`src/rtl/usb2_ep1_fill.sv`:
```
// +--------------------------------------------------------------------------+
// | usb2_ep1_fill : byte-stream producer that fills the EP1 IN buffer and    |
// |                 commits full or short packets until the host ACKs them.  |
// | Optional idle flush: define USB2_EP1_FILL_TIMEOUT_EN                     |
// | Rev 1.0                                                                  |
// +--------------------------------------------------------------------------+
`default_nettype none

module usb2_ep1_fill #(
  parameter int MAX_PKT        = 512,
  parameter int TIMEOUT_CYCLES = 60000
) (
  input  logic        phy_clk,
  input  logic        reset_n,
  input  logic [7:0]  src_data,
  input  logic        src_valid,
  input  logic        src_last,
  output logic        src_ready,
  output logic [8:0]  buf_in_addr,
  output logic [7:0]  buf_in_data,
  output logic        buf_in_wren,
  output logic        pkt_ready,
  output logic [9:0]  pkt_len,
  input  logic        xfer_ack,
  output logic [15:0] pkt_count
);

  localparam logic [9:0]  c_last_idx  = 10'(MAX_PKT - 1);
  localparam logic [15:0] c_idle_term = 16'(TIMEOUT_CYCLES - 1);

  typedef enum logic [1:0] {
    ST_RST    = 2'd0,
    ST_FILL   = 2'd1,
    ST_COMMIT = 2'd2,
    ST_HOLD   = 2'd3
  } state_t;

  state_t      r_state;
  state_t      w_state_nxt;
  logic [9:0]  r_wr_ptr;
  logic [8:0]  r_addr;
  logic [7:0]  r_data;
  logic        r_wren;
  logic        r_pkt_ready;
  logic [9:0]  r_pkt_len;
  logic [15:0] r_pkt_count;
  logic        w_accept;
  logic        w_timeout;

  assign src_ready   = (r_state == ST_FILL);
  assign w_accept    = src_valid & src_ready;
  assign buf_in_addr = r_addr;
  assign buf_in_data = r_data;
  assign buf_in_wren = r_wren;
  assign pkt_ready   = r_pkt_ready;
  assign pkt_len     = r_pkt_len;
  assign pkt_count   = r_pkt_count;

`ifdef USB2_EP1_FILL_TIMEOUT_EN
  logic [15:0] r_idle_cnt;

  // Counts only while a partial packet sits in the buffer with no new bytes.
  assign w_timeout = (r_state == ST_FILL) && !w_accept && (r_wr_ptr != 10'd0) &&
                     (r_idle_cnt == c_idle_term);

  always_ff @(posedge phy_clk or negedge reset_n) begin
    if (!reset_n) begin
      r_idle_cnt <= 16'd0;
    end else if ((r_state != ST_FILL) || w_accept || (r_wr_ptr == 10'd0) || w_timeout) begin
      r_idle_cnt <= 16'd0;
    end else begin
      r_idle_cnt <= r_idle_cnt + 16'd1;
    end
  end
`else
  // Flush disabled; the terminal count is still referenced so the parameter stays live.
  assign w_timeout = (c_idle_term == 16'hFFFF) & 1'b0;
`endif

  always_comb begin
    w_state_nxt = r_state;
    case (r_state)
      ST_RST:    w_state_nxt = ST_FILL;
      ST_FILL: begin
        if (w_accept && (src_last || (r_wr_ptr == c_last_idx))) begin
          w_state_nxt = ST_COMMIT;
        end else if (w_timeout) begin
          w_state_nxt = ST_COMMIT;
        end
      end
      ST_COMMIT: w_state_nxt = ST_HOLD;
      ST_HOLD: begin
        if (xfer_ack) begin
          w_state_nxt = ST_FILL;
        end
      end
      default:   w_state_nxt = ST_RST;
    endcase
  end

  always_ff @(posedge phy_clk or negedge reset_n) begin
    if (!reset_n) begin
      r_state <= ST_RST;
    end else begin
      r_state <= w_state_nxt;
    end
  end

  always_ff @(posedge phy_clk or negedge reset_n) begin
    if (!reset_n) begin
      r_wr_ptr    <= 10'd0;
      r_addr      <= 9'd0;
      r_data      <= 8'd0;
      r_wren      <= 1'b0;
      r_pkt_ready <= 1'b0;
      r_pkt_len   <= 10'd0;
      r_pkt_count <= 16'd0;
    end else begin
      r_wren <= w_accept;
      if (w_accept) begin
        r_addr   <= r_wr_ptr[8:0];
        r_data   <= src_data;
        r_wr_ptr <= r_wr_ptr + 10'd1;
      end
      if (r_state == ST_COMMIT) begin
        r_pkt_len   <= r_wr_ptr;
        r_pkt_ready <= 1'b1;
        r_pkt_count <= r_pkt_count + 16'd1;
      end
      // Buffer contents stay untouched in hold so the host can re-read them.
      if ((r_state == ST_HOLD) && xfer_ack) begin
        r_pkt_ready <= 1'b0;
        r_wr_ptr    <= 10'd0;
      end
    end
  end

endmodule

`default_nettype wire

```
`config.mk`:
```
export PLATFORM = sky130hd
export DESIGN_NAME = usb2_ep1_fill
export DESIGN_NICKNAME = d
export VERILOG_FILES = /design/src/rtl/usb2_ep1_fill.sv
export SDC_FILE = /design/constraint.sdc
export NUM_CORES = 1
export LEC_CHECK = 0
export ABC_AREA = 1
export CORE_MARGIN = 3
export CORE_UTILIZATION = 47
export CTS_BUF_LIST = sky130_fd_sc_hd__clkbuf_4
export DETAILED_ROUTE_END_ITERATION = 10
export GPL_TIMING_DRIVEN = 1
export PLACE_DENSITY = 0.81
export SLEW_MARGIN = 20
export SYNTH_ARGS = -nofsm -noshare
export SYNTH_HDL_FRONTEND = slang
export SYNTH_SLANG_ARGS = --single-unit
export TNS_END_PERCENT = 5
```
`constraint.sdc`:
```
create_clock -name phy_clk -period 1.41 [get_ports phy_clk]
set_input_delay 0.3525 -clock phy_clk [delete_from_list [all_inputs] [get_ports phy_clk]]
set_output_delay 0.3525 -clock phy_clk [all_outputs]
set_load 0.02 [all_outputs]
```
# Word-level counts from Yosys, hierarchy flattened
# Index checks and enable logic that the tools add are counted.
word_totals:
  regBits: 57
  output_inout_bits: 46
op_classes:
  addsub: 2
  eq_ne: 6
  mux: 7
  bitwise: 1
  n_reduce_logical: 7
ops:
  columns: ["operator", "count"]
  rows:
  - ["$mux W10", 2]
  - ["$add A16 B1 Y16 const B", 1]
  - ["$add A10 B1 Y10 const B", 1]
  - ["$eq A10 B9 Y1 const B", 1]
  - ["$pmux W2 S4", 1]
  - ["$eq A2 B2 Y1 const B", 2]
  - ["$mux W2", 2]
  - ["$reduce_bool A2 Y1", 2]
  - ["$eq A2 B1 Y1 const B", 1]
  - ["$logic_and A1 B1 Y1", 2]
  - ["$logic_not A2 Y1", 1]
  - ["$mux W1", 2]
  - ["$ne A2 B1 Y1 const B", 1]
  - ["$ne A2 B2 Y1 const B", 1]
  - ["$reduce_and A2 Y1", 1]
  - ["$and A1 B1 Y1", 1]
  - ["$logic_or A1 B1 Y1", 1]

# Logic depth before layout (Yosys ltp)
# Gate-level depths: netlist (run 1).
depth:
  depth_word: 5
  depth_mapped: 10
  depth_no_buf: 9

# Least setup slack after synthesis (run 1)
# Ideal clock, no wire load.
synth_timing:
  path_kind: "register -> register"
  from: "register r_state[1]"
  to: "register r_wr_ptr[5]"
  setup_time_ns: 0.117
  arrival_ns: 1.419
  required_ns: 1.293
  setup_slack_ns: -0.126
  path_stages_with_launch: 8
  n_path_buf: 0
  cell_sequence: "dfrtp_1 > inv_1 > ha_1 > nand3_1 > nor3_1 > nand3_1 > nor2_1 > nor2_1"
synth_between:
  elab_chain_cells: 3
synth_lines:
  columns: ["item", "line_no", "source"]
  rows:
  - ["from (decl)", "38", "state_t r_state;"]
  - ["from (signal assigned)", "105", "r_state <= w_state_nxt;"]
  - ["$eq A2 B1 Y1", "50", "assign src_ready = (r_state == ST_FILL);"]
  - ["named net src_ready", "18", "output logic src_ready,"]
  - ["$and A1 B1 Y1", "51", "assign w_accept = src_valid & src_ready;"]
  - ["$reduce_bool A2 Y1 (no line)", null, null]
  - ["to (signal assigned)", "123", "r_wr_ptr <= r_wr_ptr + 10'd1;"]
  - ["to (decl)", "40", "logic [9:0] r_wr_ptr;"]
# The timed path passes the listed nets, and every way through them passes these cells.
# A chain may end at the register's enable or synchronous reset.

# Final worst setup path (run 1)
layout_timing:
  from: "register r_state[1]"
  to: "register r_wr_ptr[8]"
layout_between:
  elab_chain_cells: 3
layout_lines:
  columns: ["item", "line_no"]
  rows:
  - ["$eq A2 B1 Y1 or $eq A2 B2 Y1 (tied branches)", "50, 131"]
  - ["$and A1 B1 Y1 or $logic_and A1 B1 Y1 (tied branches)", "51, 131"]
  - ["$reduce_bool A2 Y1 (no line) or $mux W10 (tied branches)", null]
# Parallel ways exist; a longest one is shown, timed or not.

==> results.md, run 1 <==
- Average wire per standard cell: between 10 and 15 um
- I/O Buffers: 58
- Top cells by area, synth: dfrtp_1, nand2_1, o21ai_0
- CTS buffer count: 9
- Sequential fraction of the synthesis area: a little under three fifths
- Layout fillers: 400
- Post-synth top area cell: dfrtp_1
- ANT cells: 0
- Vias in the first global route: 2,172
- Nets: roughly 400
- Failing checks: setup timing
- Post-synth EDFFs: 0
- Startpoint types: flip-flop
- CP endpoint kind: flip-flop
- Power, Total: a little under 0.006 W
- Endpoints failing setup: 9
- Core area: 5170 um^2
- Max cap viols: 0
- Starting Density: around 49%
- Cell Area, Synth: about 2500 um^2
- HPWL after DPL: approximately 4200 um
- Area growth syn-to-layout: 33.5%
- Top FF cell, synth: dfrtp_1
- Slew of the pin with the lowest slew margin: 384 ps
- Post-route DRC: 0
- Leakage Power: around 1.8 nW
- CTS tree: done
- WP data required: ~1700 ps
- Chip width: between 70 and 80 um
- Clock transition at path regs: 90 ps
- CTS Buffer Depth: 2
- Status: finished, violations left
- Crit Path Category: flip-flop to flip-flop
- # IOs: 59
- Worst setup margin: -115 ps
- Routed WL: 6040 um
- Pre-antenna DRT Iters: 4
- Worst slack at placement: -334 ps
- DRC marker count from the first detailed-route iteration: around 90
- Synth async-reset ratio: 100%
- Post-synth top cells: nand2_1, dfrtp_1, inv_1, o21ai_0, nor2_1
- Most common cell in the netlist: nand2_1
- DIE AREA: roughly 6300 um^2
- Mapped Cells: between 200 and 300
- Clk sinks: 57
- Mapped Avg Cell Area: a little under 9 um^2
- Vias per cell: 4.94
- Util after Layout: roughly two thirds
- Arr. time, crit path: about 1800 ps
- Synth Register Bits: 57
- Hold Crit Class: input pin to async pin
- Yosys top cell area share: between 50 and 60%
- Max Slew Vio Count: 0
- H-tree depth: 3
- Antenna viol nets, final: 0
- Proportion of layout cells with a drive suffix above 1: just under 30%
- Initial antenna violation count: 0
- Final worst path period share: 108%
- RSZ-0062 raised after global routing: true
- Net Count, Synth: roughly 310
- First-pass GRT wire length: between 10,000 and 15,000 um
- Detailed-route via count: 2,223
- Final hold violation count: 0
- Cell row count: 26
- Fin Setup TNS: -578 ps
- R2R setup slack: -110 ps
- VDD IR-drop max: ~1.0 mV
- Max Freq: between 600 and 700 MHz
- Pin count of the biggest net entering global routing: 49
- Final Wtd Congestion: approximately 0.88
- GRT Total Usage: between 20% and 30%
- Fin Hold WS: about 360 ps
- Synthesis Warnings: 0
- CP max FO: 5
- Root Driver: clkbuf_4
- Pwr dens: roughly 1700 nW/um^2
- Die span in y: 79.7 um
- Slew headroom: 74.2%
- Skew-Pair Late Insertion Delay: 390 ps
- Min Clock Period, post-route: ~1500 ps
- Post-synth cell types: 27
- Setup Skew: 12.3 ps
- Total gr overflow: 0
==> layout by cell type, fill, tap and decap left out, types with 2 or more instances in the layout <==
cell type,Yosys,layout
a21oi_1,3,3
buf_12,0,3
buf_2,2,44
buf_4,0,23
buf_6,1,3
clkbuf_4,0,11
clkdlybuf4s15_2,0,2
clkdlybuf4s50_1,0,11
dfrtp_1,57,57
ha_1,5,3
inv_1,29,27
inv_2,0,2
nand2_1,99,95
nand2_2,3,6
nand2_4,1,2
nand3_1,11,10
nand4_1,7,7
nor2_1,17,15
nor2_4,4,6
nor3_1,3,2
nor3_4,0,2
o21ai_0,22,18
o21ai_1,1,4
xnor2_1,4,4
xor2_1,6,6
==> final timing paths <==
check | startpoint | end | cells past startpoint
max reg2reg | r_state[1]$_DFFE_PN0P_ | r_wr_ptr[8]$_DFFE_PN0P_ | 9
max in group asynchronous | reset_n | pkt_count[5]$_DFFE_PN0P_ | 3
min | reset_n | buf_in_data[5]$_DFFE_PN0P_ | 2
min in group phy_clk | buf_in_addr[3]$_DFFE_PN0P_ | buf_in_addr[3]$_DFFE_PN0P_ | 2
min reg2reg | buf_in_addr[3]$_DFFE_PN0P_ | buf_in_addr[3]$_DFFE_PN0P_ | 2
max | r_state[1]$_DFFE_PN0P_ | r_wr_ptr[8]$_DFFE_PN0P_ | 9
==> metrics by stage <==
step,instances,instance area [um^2]
2_1_floorplan,287,2560
3_5_place_dp,434,3420
6_report,450,3400
5_1_grt,450,3400
4_1_cts,448,3510
3_3_place_gp,434,3420
==> power by group <==
part / internal, W / switching [W]
sequential: 0.00207 / 0.000269
combinational: 0.000975 / 0.00155
clock: 0.000366 / 0.000540
==> logic make-up (layout without fill, tap and decap cells) <==
kind of cell	after synthesis	in the layout	synth area share [%]
flops	57	57	55.9
xor+xnor	10	10	3.43
simple gates	150	150	26.6
buf+inv	37	130	5.84
fa+ha+maj	5	5	2.45
compound gates	28	28	5.69
==> area by class of cell <==
cell class / count / area, um^2 / share of cell area (%)
tap: 70 / 87.6 / 2.57
clock buffer: 11 / 82.6 / 2.43
timing repair buffer: 87 / 629 / 18.5
sequential: 57 / 1430 / 41.9
inverter: 30 / 116 / 3.42
multi-input combinational: 193 / 1050 / 30.9
clock inverter: 2 / 8.76 / 0.257
==> registers in the layout, summed over array words and instances (netlist names) <==
register,flops
r_state,2
pkt_ready,1
pkt_count,16
buf_in_addr,9
buf_in_wren,1
r_wr_ptr,10
buf_in_data,8
pkt_len,10
==> worst max-delay path: stages, from the launching register on <==
cell	delay, ps
dfrtp_1	390
inv_1	60
ha_2	190
buf_6	120
nand3_4	110
nor3_4	250
nand2_1	100
nand2_1	60
nand2_1	50
nor2_1	110
==> repair_timing <==
action	4_1_cts	5_1_grt
pin swaps	2	8
hold endpoints to repair	9	0
hold buffers	1	0
endpoints found under the setup margin	69	58
resized for setup	169	40
buffers inserted	0	2
==> layer usage <==
| metal | part of all wire (%) | vias up | track usage, % |
|---|---|---|---|
| li1 | - | 1085 | - |
| met1 | 43 | 1055 | 25.6 |
| met2 | 49 | 70 | 34.6 |
| met3 | 6.4 | 13 | 5.64 |
| met4 | 2.1 | 0 | 8.76 |
| met5 | 0 | - | 0 |
Note: power is estimated with default switching activity, not from simulation.
==> run 2, diff against run 1 <==
==> constraint.sdc (replaced) <==
create_clock -name phy_clk -period 1.3 [get_ports phy_clk]
set_input_delay 0.325 -clock phy_clk [delete_from_list [all_inputs] [get_ports phy_clk]]
set_output_delay 0.325 -clock phy_clk [all_outputs]
set_load 0.02 [all_outputs]
==> run 2 against run 1 <==
The run still ends with setup timing left. Hold slack improved by 120 ps. Clock skew fell by 5.0 ps. Routed wire length fell by 2.9%. Count of clock-buffer cells in the layout fell by 1. Worst setup slack got worse by 80 ps. Critical path type unchanged. Critical endpoint is now r_state[1]$_DFFE_PN0P_.
==> results.md, run 2 (same netlist as run 1, synthesis figures left out) <==
- Design area: roughly 3600 um^2
- Detailed-route via count: ~2,300
- Util after Layout: 68.7%
- Final hold violation count: 0
- Die span in y: 79.7 um
- Area after DPL: about 3500 um^2
- CTS buffer count: 9
- Leakage Power: approximately 1.9 nW
- # IOs: 59
- Chip width: about 80 um
- Slew headroom: 74.6%
- Crit Path Category: flip-flop to flip-flop
- Max cap viols: 0
- Vias per cell: between 4 and 5
- Initial antenna violation count: 0
- Placed cells: between 400 and 500
- Post-route DRC: 0
- Failing checks: setup timing
- Cell row count: 26
- Routed WL: 5870 um
- Met1 Resource Use GR: approximately a quarter
- Final Wtd Congestion: 0.857
- Worst setup margin: -195 ps
- DRC marker count from the first detailed-route iteration: a little over 90
- HPWL after DPL: 4150 um
- I/O Buffers: 58
- Pin count of the biggest net entering global routing: 32
- Finished Layout Cells: approximately 470
- RSZ-0062 raised after global routing: true
- Starting Density: approximately half
- CTS Buffer Depth: 2
- Final worst path period share: 115%
- Area growth syn-to-layout: 39.4%
- First-pass GRT wire length: about 9500 um
- H-tree depth: 3
- R2R setup slack: -190 ps
- VDD IR-drop max: 1.17 mV
- Arr. time, crit path: around 1800 ps
- GRT Total Usage: approximately a fifth
- Startpoint types: flip-flop
- Total gr overflow: 0
- GR Util met3: 4.63%
- Fin Hold WS: around 480 ps
- Clk sinks: 57
- Antenna viol nets, final: 0
- Pre-antenna DRT Iters: 4
- Slew of the pin with the lowest slew margin: 381 ps
- Root Driver: clkbuf_4
- Power, Total: between 0.006 and 0.007 W
- Skew-Pair Late Insertion Delay: about 380 ps
- Core area: 5170 um^2
- Max Slew Vio Count: 0
- ANT cells: 0
- Multi-input gate area: around 1100 um^2
- Max Freq: 669 MHz
- WP data required: 1590 ps
- Largest register FFs: 16
- Hold Crit Class: input pin to flip-flop
- Status: finished, violations left
- CP max FO: 4
- Vias in the first global route: between 2,000 and 2,500
- Seq. cell area: 1430 um^2
- Clock transition at path regs: around 100 ps
- M2 GR Usage: roughly a third
- Setup Skew: around 7.3 ps
- Top Usage Layer GRT: met2
- Proportion of layout cells with a drive suffix above 1: about a third
- Layout fillers: 386
- Endpoints failing setup: 37
- Min Clock Period, post-route: approximately 1500 ps
- CTS tree: done
- Most frequent cells in the layout: nand2_1, dfrtp_1, buf_2
- Most common cell after layout, fill and taps aside: nand2_1
- Average wire per standard cell: roughly 13 um
- CP endpoint kind: flip-flop
- DIE AREA: 6340 um^2
- Pwr dens: between 1500 and 2000 nW/um^2
- Nets: 408
==> run 2: cell types whose count changed in the layout (fill, tap and decap cells not counted), sizes merged <==
| cell | delta |
|---|---|
| buf | +14 |
| clkdlybuf4s15 | -2 |
| bufinv | +1 |
| clkbuf | -1 |
| clkinv | +1 |
| clkinvlp | +1 |
| inv | +1 |
==> run 2: per-stage QoR <==
step	setup slack [ps]	TNS [ps]
after floorplan	-144	-2290
after global placement	-316	-6540
after detailed placement	-365	-8180
after CTS	-200	-1890
after global routing	-334	-7260
final	-195	-3020
==> run 2: final timing paths <==
path / from / to / cells past startpoint
max in group asynchronous: reset_n / pkt_count[1]$_DFFE_PN0P_ / 3
setup reg to reg: r_state[1]$_DFFE_PN0P_ / r_state[1]$_DFFE_PN0P_ / 10
hold reg to reg: buf_in_data[3]$_DFFE_PN0P_ / buf_in_data[3]$_DFFE_PN0P_ / 2
min in group asynchronous: reset_n / buf_in_addr[0]$_DFFE_PN0P_ / 3
setup / recovery: r_state[1]$_DFFE_PN0P_ / r_state[1]$_DFFE_PN0P_ / 10
hold / removal: src_data[4] / buf_in_data[4]$_DFFE_PN0P_ / 3
==> run 2: power by group <==
| part | total [W] | internal, W | switching [W] |
|---|---|---|---|
| clock | 0.00124 | 0.000595 | 0.000641 |
| combinational | 0.00298 | 0.00124 | 0.00174 |
| sequential | 0.00253 | 0.00225 | 0.000284 |
| total | 0.00674 | 0.00408 | 0.00266 |
==> run 2: cell type report <==
class | instances | area share (%)
well taps | 70 | 2.46
repair buffers | 99 | 20.5
flip-flops and latches | 57 | 40.1
inverters | 30 | 3.24
multi-input cells | 193 | 29.9
clock buffers | 10 | 2.11
clock inverters | 6 | 1.65
==> run 2: repair_timing <==
| item | 4_1_cts | 5_1_grt |
|---|---|---|
| gates resized for setup | 202 | 24 |
| pin swaps | 9 | 6 |
| hold endpoints to repair | 57 | 0 |
| buffers inserted | 4 | 4 |
| endpoints found under the setup margin | 91 | 83 |
| hold buffers | 1 | 0 |
==> run 2: metal layers <==
metal	up-vias	share of wire [%]
li1	1120	-
met1	1048	41
met2	73	50
met3	9	7.3
met4	0	1.7
met5	-	0
==> run 2: critical path, stage by stage (launching register included) <==
cell and delay (ps):
dfrtp_1 410, inv_1 70, ha_2 190, buf_6 110, nand3_4 100, nor2_4 110, nand4_1 90, nand2_1 140
nand2_1 80, nand2_1 60, nand2_1 40
